===== config.mk =====
export PLATFORM = sky130hd
export DESIGN_NAME = reg_rename_ckpt
export DESIGN_NICKNAME = d
export VERILOG_FILES = /design/src/rtl/reg_rename_ckpt.sv
export SDC_FILE = /design/constraint.sdc
export NUM_CORES = 2
export LEC_CHECK = 0
export CAP_MARGIN = 15
export CORE_UTILIZATION = 59
export CTS_CLUSTER_SIZE = 30
export DETAILED_ROUTE_END_ITERATION = 7
export DONT_BUFFER_PORTS = 1
export GPL_TIMING_DRIVEN = 0
export PLACE_DENSITY = 0.76
export SETUP_SLACK_MARGIN = 0.3
export SYNTH_ARGS = -nofsm -noshare
export SYNTH_HDL_FRONTEND = slang
export SYNTH_SLANG_ARGS = --single-unit

===== constraint.sdc =====
create_clock -name clk -period 4.95 [get_ports clk]
set_input_delay 0.99 -clock clk [delete_from_list [all_inputs] [get_ports clk]]
set_output_delay 0.99 -clock clk [all_outputs]
set_load 0.01 [all_outputs]

===== src/rtl/reg_rename_ckpt.sv =====
// Register rename table with a circular pool of busy/tag checkpoints for
// branch-mispredict rollback, full flush, and commit-time bypass to readers.
module reg_rename_ckpt #(
    parameter int REG_NUM  = 32,
    parameter int REG_AW   = 5,
    parameter int ENTRY_W  = 4,
    parameter int CKPT_NUM = 4,
    parameter int CKPT_W   = $clog2(CKPT_NUM)
) (
    input  logic               clk,
    input  logic               rst_n_in,
    input  logic               rdy_in,
    input  logic               issue_valid_in,
    input  logic [REG_AW-1:0]  issue_rd_in,
    input  logic [ENTRY_W-1:0] issue_entry_in,
    input  logic [REG_AW-1:0]  rs1_in,
    input  logic [REG_AW-1:0]  rs2_in,
    output logic               q1_busy_out,
    output logic               q2_busy_out,
    output logic [ENTRY_W-1:0] q1_out,
    output logic [ENTRY_W-1:0] q2_out,
    output logic [31:0]        v1_out,
    output logic [31:0]        v2_out,
    input  logic               commit_valid_in,
    input  logic [REG_AW-1:0]  commit_rd_in,
    input  logic [ENTRY_W-1:0] commit_entry_in,
    input  logic [31:0]        commit_value_in,
    input  logic               ckpt_take_in,
    output logic [CKPT_W-1:0]  ckpt_id_out,
    output logic               ckpt_full_out,
    input  logic               ckpt_release_in,
    input  logic               rollback_in,
    input  logic [CKPT_W-1:0]  rollback_id_in,
    input  logic               flush_in
);

    localparam int CNT_W = CKPT_W + 1;

    logic [31:0]        value [REG_NUM];
    logic [REG_NUM-1:0] busy;
    logic [ENTRY_W-1:0] reorder [REG_NUM];
    logic [REG_NUM-1:0] snap_busy [CKPT_NUM];
    logic [ENTRY_W-1:0] snap_reorder [CKPT_NUM][REG_NUM];
    logic [CKPT_W-1:0]  head, tail;
    logic [CNT_W-1:0]   count;

    logic               commit_eff, issue_eff, take_ok, rel_ok, rb_ok, full;
    logic [CNT_W-1:0]   rb_off;
    logic [REG_NUM-1:0] nxt_busy, rb_busy;
    logic [ENTRY_W-1:0] nxt_reorder [REG_NUM];
    logic [ENTRY_W-1:0] rb_reorder [REG_NUM];

    function automatic logic [CKPT_W-1:0] ptr_inc(input logic [CKPT_W-1:0] p);
        return (p == CKPT_W'(CKPT_NUM - 1)) ? '0 : p + CKPT_W'(1);
    endfunction

    // rdy_in low freezes every state element; read outputs keep tracking the stored table.
    always_comb begin
        full       = (count == CNT_W'(CKPT_NUM));
        commit_eff = commit_valid_in && (commit_rd_in != '0);
        if (rollback_id_in >= head)
            rb_off = CNT_W'(rollback_id_in) - CNT_W'(head);
        else
            rb_off = CNT_W'(rollback_id_in) + CNT_W'(CKPT_NUM) - CNT_W'(head);
        rb_ok     = rollback_in && (rb_off < count);
        issue_eff = issue_valid_in && (issue_rd_in != '0) && !flush_in && !rb_ok;
        take_ok   = ckpt_take_in && !flush_in && !rb_ok && (!full || ckpt_release_in);
        rel_ok    = ckpt_release_in && !flush_in && !rb_ok && (count != '0);
    end

    // Live table for the next cycle when no recovery is happening; also what a take stores.
    always_comb begin
        nxt_busy    = busy;
        nxt_reorder = reorder;
        if (commit_eff && reorder[commit_rd_in] == commit_entry_in &&
            !(issue_eff && issue_rd_in == commit_rd_in)) begin
            nxt_busy[commit_rd_in]    = 1'b0;
            nxt_reorder[commit_rd_in] = '0;
        end
        if (issue_eff) begin
            nxt_busy[issue_rd_in]    = 1'b1;
            nxt_reorder[issue_rd_in] = issue_entry_in;
        end
    end

    always_comb begin
        rb_busy    = snap_busy[rollback_id_in];
        rb_reorder = snap_reorder[rollback_id_in];
        if (commit_eff && rb_reorder[commit_rd_in] == commit_entry_in) begin
            rb_busy[commit_rd_in]    = 1'b0;
            rb_reorder[commit_rd_in] = '0;
        end
    end

    logic [REG_AW-1:0]  rs_sel [2];
    logic               rd_busy [2];
    logic [ENTRY_W-1:0] rd_q [2];
    logic [31:0]        rd_v [2];

    assign rs_sel[0] = rs1_in;
    assign rs_sel[1] = rs2_in;

    always_comb begin
        for (int p = 0; p < 2; p++) begin
            rd_busy[p] = 1'b0;
            rd_q[p]    = '0;
            rd_v[p]    = '0;
            if (rs_sel[p] != '0) begin
                if (busy[rs_sel[p]]) begin
                    if (rdy_in && commit_eff && commit_rd_in == rs_sel[p] &&
                        commit_entry_in == reorder[rs_sel[p]]) begin
                        rd_v[p] = commit_value_in;
                    end else begin
                        rd_busy[p] = 1'b1;
                        rd_q[p]    = reorder[rs_sel[p]];
                    end
                end else begin
                    rd_v[p] = value[rs_sel[p]];
                end
            end
        end
    end

    assign q1_busy_out   = rd_busy[0];
    assign q2_busy_out   = rd_busy[1];
    assign q1_out        = rd_q[0];
    assign q2_out        = rd_q[1];
    assign v1_out        = rd_v[0];
    assign v2_out        = rd_v[1];
    assign ckpt_id_out   = tail;
    assign ckpt_full_out = full;

    always_ff @(posedge clk or negedge rst_n_in) begin
        if (!rst_n_in) begin
            for (int r = 0; r < REG_NUM; r++) begin
                value[r]   <= '0;
                reorder[r] <= '0;
            end
            busy <= '0;
            for (int k = 0; k < CKPT_NUM; k++) begin
                snap_busy[k] <= '0;
                for (int r = 0; r < REG_NUM; r++) snap_reorder[k][r] <= '0;
            end
            head  <= '0;
            tail  <= '0;
            count <= '0;
        end else if (rdy_in) begin
            if (commit_eff) value[commit_rd_in] <= commit_value_in;
            // Stored snapshots retire the committing tag too; a take below overrides its own slot.
            for (int k = 0; k < CKPT_NUM; k++) begin
                if (commit_eff && snap_reorder[k][commit_rd_in] == commit_entry_in) begin
                    snap_busy[k][commit_rd_in]    <= 1'b0;
                    snap_reorder[k][commit_rd_in] <= '0;
                end
            end
            if (flush_in) begin
                busy <= '0;
                for (int r = 0; r < REG_NUM; r++) reorder[r] <= '0;
                head  <= '0;
                tail  <= '0;
                count <= '0;
            end else if (rb_ok) begin
                busy    <= rb_busy;
                reorder <= rb_reorder;
                tail    <= rollback_id_in;
                count   <= rb_off;
            end else begin
                busy    <= nxt_busy;
                reorder <= nxt_reorder;
                if (take_ok) begin
                    snap_busy[tail]    <= nxt_busy;
                    snap_reorder[tail] <= nxt_reorder;
                    tail               <= ptr_inc(tail);
                end
                if (rel_ok) head <= ptr_inc(head);
                count <= count + CNT_W'(take_ok) - CNT_W'(rel_ok);
            end
        end
    end

endmodule


==> results of run 1 <==
-- kinds of logic after synthesis --
family / synth area share
mux: 0.330
flops: 0.445
compound gates: 0.129
simple gates: 0.0549
buf+inv: 0.0375
xor+xnor: 0.00289
fa+ha+maj: 0.00160
-- metrics by stage --
step	util	std cells	hold WS [ps]
after floorplan	-	8094	441
after global placement	0.619	10404	460
after detailed placement	0.627	10489	470
after CTS	0.708	11027	229
-- synth_stat cells, types with 27 or more instances --
| cell | instances |
|---|---|
| a31oi_1 | 255 |
| nand3_1 | 58 |
| mux2_2 | 1041 |
| nor2_1 | 296 |
| and3_1 | 55 |
| a221oi_1 | 64 |
| nand4_1 | 47 |
| a22o_1 | 55 |
| a22oi_1 | 152 |
| buf_2 | 115 |
| nor3_1 | 41 |
| dfrtp_1 | 1831 |
| o21ai_0 | 115 |
| mux4_2 | 759 |
| and2_1 | 40 |
| o221ai_1 | 121 |
| buf_4 | 27 |
| mux2i_1 | 513 |
| o2bb2ai_1 | 591 |
| o22ai_1 | 95 |
| a21oi_1 | 245 |
| buf_1 | 98 |
| inv_1 | 130 |
| nand2_1 | 463 |
| clkbuf_1 | 573 |
-- timing repair --
item                                     CTS
cloned                                     8
endpoints found under the setup margin  1861
gates resized for setup                 1392
pin swaps                                169
setup buffers                            180
-- per-layer routing --
| layer | track usage | GRT overflow |
|---|---|---|
| met1 | 0.861 | 47 |
| met2 | 0.967 | 892 |
| met3 | 0.792 | 78 |
| met4 | 0.841 | 715 |
| met5 | 0.534 | 11 |
==> metrics.txt, run 1 <==
deepest clock path buffer count=3; all-layer global routing usage=0.864; flops & latches, synth=1831; Syn Nets=8177; Seq/Total Area, Yosys=0.445; width of the die=420 um; stage reached=global routing; largest net degree at the start of global routing=272; Post-synth EDFFs=0; Final GP Congestion=1.24; hpwl dp=432 mm; CTS Hold Bufs=0; status=did not finish; row cnt=152; Num CTS Buffers=192; Synth top area share=0.445; Unique masters post-synth=76; Synth Cell Area=103000 um2; H-tree Lvls=4; Synthesis Warnings=0; Synth area leaders=dfrtp_1 44%, mux4_2 17%, mux2_2 11%; Root Buffer=clkbuf_16; starting density of the core=0.597; Synth area leader=dfrtp_1; die height=420 um; first-pass GRT wire length=1070 mm; vias in the first global route=115546; PortBufs=0; Synth Flop Type=dfrtp_1; syn_area_per_cell=12.7 um2; ys async rst share=1.00; first error=[ERROR GRT-0116] Global routing finished with congestion. Check the congestion regions in the DRC Viewer.; # IOs=148; Gate Count Post-Synth=8094; Overflow after GRT=1743; dpl cell area=108000 um2; Place WS=-3620 ps; TritonCTS Sinks=1831
==> inputs of run 2 (changes only) <==
Settings changed: CORE_UTILIZATION 59 to 40, CTS_CLUSTER_SIZE 30 to not set, PLACE_DENSITY 0.76 to not set, PLACE_DENSITY_LB_ADDON set to 0.15, SETUP_SLACK_MARGIN 0.3 to not set.
Clock period 4.95 ns to 6.4 ns, I/O delays scaled along.
==> run 2 against run 1 <==
The flow now finishes, with violations (setup timing). Synthesized cell count unchanged. Area after synthesis stayed put.
==> metrics.txt, run 2 <==
Critical Path Slowest Stage Cell=a31oi_1; RSZ-0062 raised after global routing=false; Cell Pwr Density=280 nW/um2; VDD IR-drop max=0.000303 V; width of the die=509 um (+21%); Seq/Total Area, Yosys=0.445 (unchanged); Skew-Pair Late Insertion Delay=970 ps; crit path launch type=input pin; H-tree Lvls=4 (unchanged); row cnt=185 (+22%); CP Max Fanout=10; all-layer global routing usage=0.490; Post-synth EDFFs=0 (unchanged); fin crit period=6710 ps; Final #Nets=8628; CTS Hold Bufs=0 (unchanged); crit path cell chain=buf_2, buf_2, buf_2, buf_2, mux4_2, a22oi_1, nor2_1, or3b_2, and4_1, clkbuf_1, clkbuf_2, a31oi_1, o2bb2ai_1; ys async rst share=1.00 (unchanged); commonest non-fill, non-tap cell in the layout=dfrtp_1; Unique masters post-synth=76 (unchanged); Synth-to-Final Area Change=17.5%; post-route setup slack=-310 ps; DR DRC count=0; largest registers=value: 1024 flops, snap_reorder: 512 flops; Synth area leaders=dfrtp_1 44%, mux4_2 17%, mux2_2 11%; syn_area_per_cell=12.7 um2 (unchanged); Max Cap Viol=0; failing checks=setup timing; Syn Nets=8177 (unchanged); Reg with most FFs=value; Levels on crit path=13; CTS tree=done; setup skew after layout=102 ps; deepest clock path buffer count=3 (unchanged); Synth area leader=dfrtp_1; fin area=121000 um2; Overflow after GRT=0; Num CTS Buffers=211 (+9.9%); status=complete, but fails checks; CP Capture Type=flip-flop; vias in the first global route=86313; WP data required=7220 ps; worst path arrival time=7530 ps; Slew headroom=0.0477; die height=509 um (+21%); Buf/Inv on CP=6; synth cell count leaders=1831 x dfrtp_1, 1041 x mux2_2, 759 x mux4_2, 591 x o2bb2ai_1, 573 x clkbuf_1; layout cells sized above 1=0.353; first-pass GRT wire length=836 mm; Gate Count Post-Synth=8094 (unchanged); initial antenna violation count=58; # IOs=148 (unchanged); most frequent cells in the layout=1831 x dfrtp_1, 1041 x mux2_2, 759 x mux4_2; core area=255000 um2; PortBufs=0 (unchanged); drt wl/cell=52.6 um; top-count cell post-synth=dfrtp_1; WS Path Type=in2reg; via/cell ratio=7.25; Slew Limit Fails=0; Leak Pwr=50.2 nW; Synth Cell Area=103000 um2 (unchanged); Synth top area share=0.445 (unchanged); Final setup viols=258; starting density of the core=0.404 (-0.193); max reg flops=1024; Hold Fails Final Rpt=0; Worst R2R Start=snap_reorder[101]; Root Buffer=clkbuf_16; Worst setup startpoint=commit_rd_in[1]; worst hold path class=in2async; Crit path max-delay family=buffers and inverters; drt first pass iters=6; Max Freq=149 MHz; dpl cell area=110000 um2 (+1.3%); flops & latches, synth=1831 (unchanged); Least-Margin Pin Slew=1430 ps; area of the die=260000 um2; Critical Path Max Stage Delay=1030 ps; r2r worst-path depth=9; vias=88082; Util after Layout=0.475; Antenna Violating Nets Remaining=0; 1st-iter DRT viols=11783; Synthesis Warnings=0 (unchanged); Synth Flop Type=dfrtp_1; hpwl dp=499 mm (+16%); clock slew at reported path FFs=60 ps; largest net degree at the start of global routing=226; Detailed Route WL=639 mm; crit-path most repeated cell=buf_2; TritonCTS Sinks=1831 (unchanged); Tcrit/Tclk final=1.05; Final GP Congestion=1.10 (-11%)
-- run 2: routing by layer --
metal	vias to the layer above	wire (um)	GRT usage
met3	2333	68800	0.171
met4	30	76300	0.477
met2	6833	275000	0.723
met1	46218	218000	0.547
met5	-	229	0.000914
li1	32668	-	-
-- run 2: through the flow --
step	hold WS [ps]	power [mW]	TNS [ps]	cells	setup WS [ps]
after global routing	15.2	34.5	0	12105	0.0822
after global placement	460	19.9	-4619290	11460	-5660
after detailed placement	468	20.4	-4040050	11600	-5180
after CTS	11.7	33.5	-1600	12083	-147
after floorplan	441	17.1	0	8094	12.6
final	41.2	33.9	-29790	12147	-310
-- run 2: logic make-up after synthesis --
group,share of synthesized area
buffers and inverters,0.0375
multiplexers,0.330
AND/OR/NAND/NOR,0.0549
adder cells (fa/ha/maj),0.00160
AO/OA/AOI/OAI,0.129
XOR/XNOR,0.00289
flip-flops,0.445
-- run 2: final timing paths --
check | end | slack, ps
worst max-delay path | snap_reorder[187] | -310
worst min-delay path | value[890] | 40
worst max register to register | snap_busy[29] | 1360
worst min register to register | value[997] | 480
max in group asynchronous | snap_reorder[65] | 1700
min in group clk | value[997] | 480
-- run 2: timing repair --
action / in CTS / in global routing
pin swaps: 67 / 6
endpoints found under the hold margin: 0 / 0
resized for setup: 649 / 104
buffers inserted: 95 / 5
gates cloned: 0 / 0
endpoints found under the setup margin: 881 / 327
-- run 2: final cells by class --
class	instances	area (um2)
antenna	56	140
buffer	813	4140
clock buffer	313	6180
clock inverter	80	1180
fill	22931	134000
inverter	133	499
multi-input combinational	5311	55700
sequential	1831	45800
tap	3366	4210
timing repair buffer	244	3150
-- run 2: power breakdown --
group	leakage, nW	switching (mW)	total, mW	internal [mW]
Sequential	24.9	1.02	13.7	12.7
Clock	3.60	5.62	13.1	7.49
Combinational	21.7	4.45	7.07	2.62
Note: power is estimated with default switching activity, not from simulation.
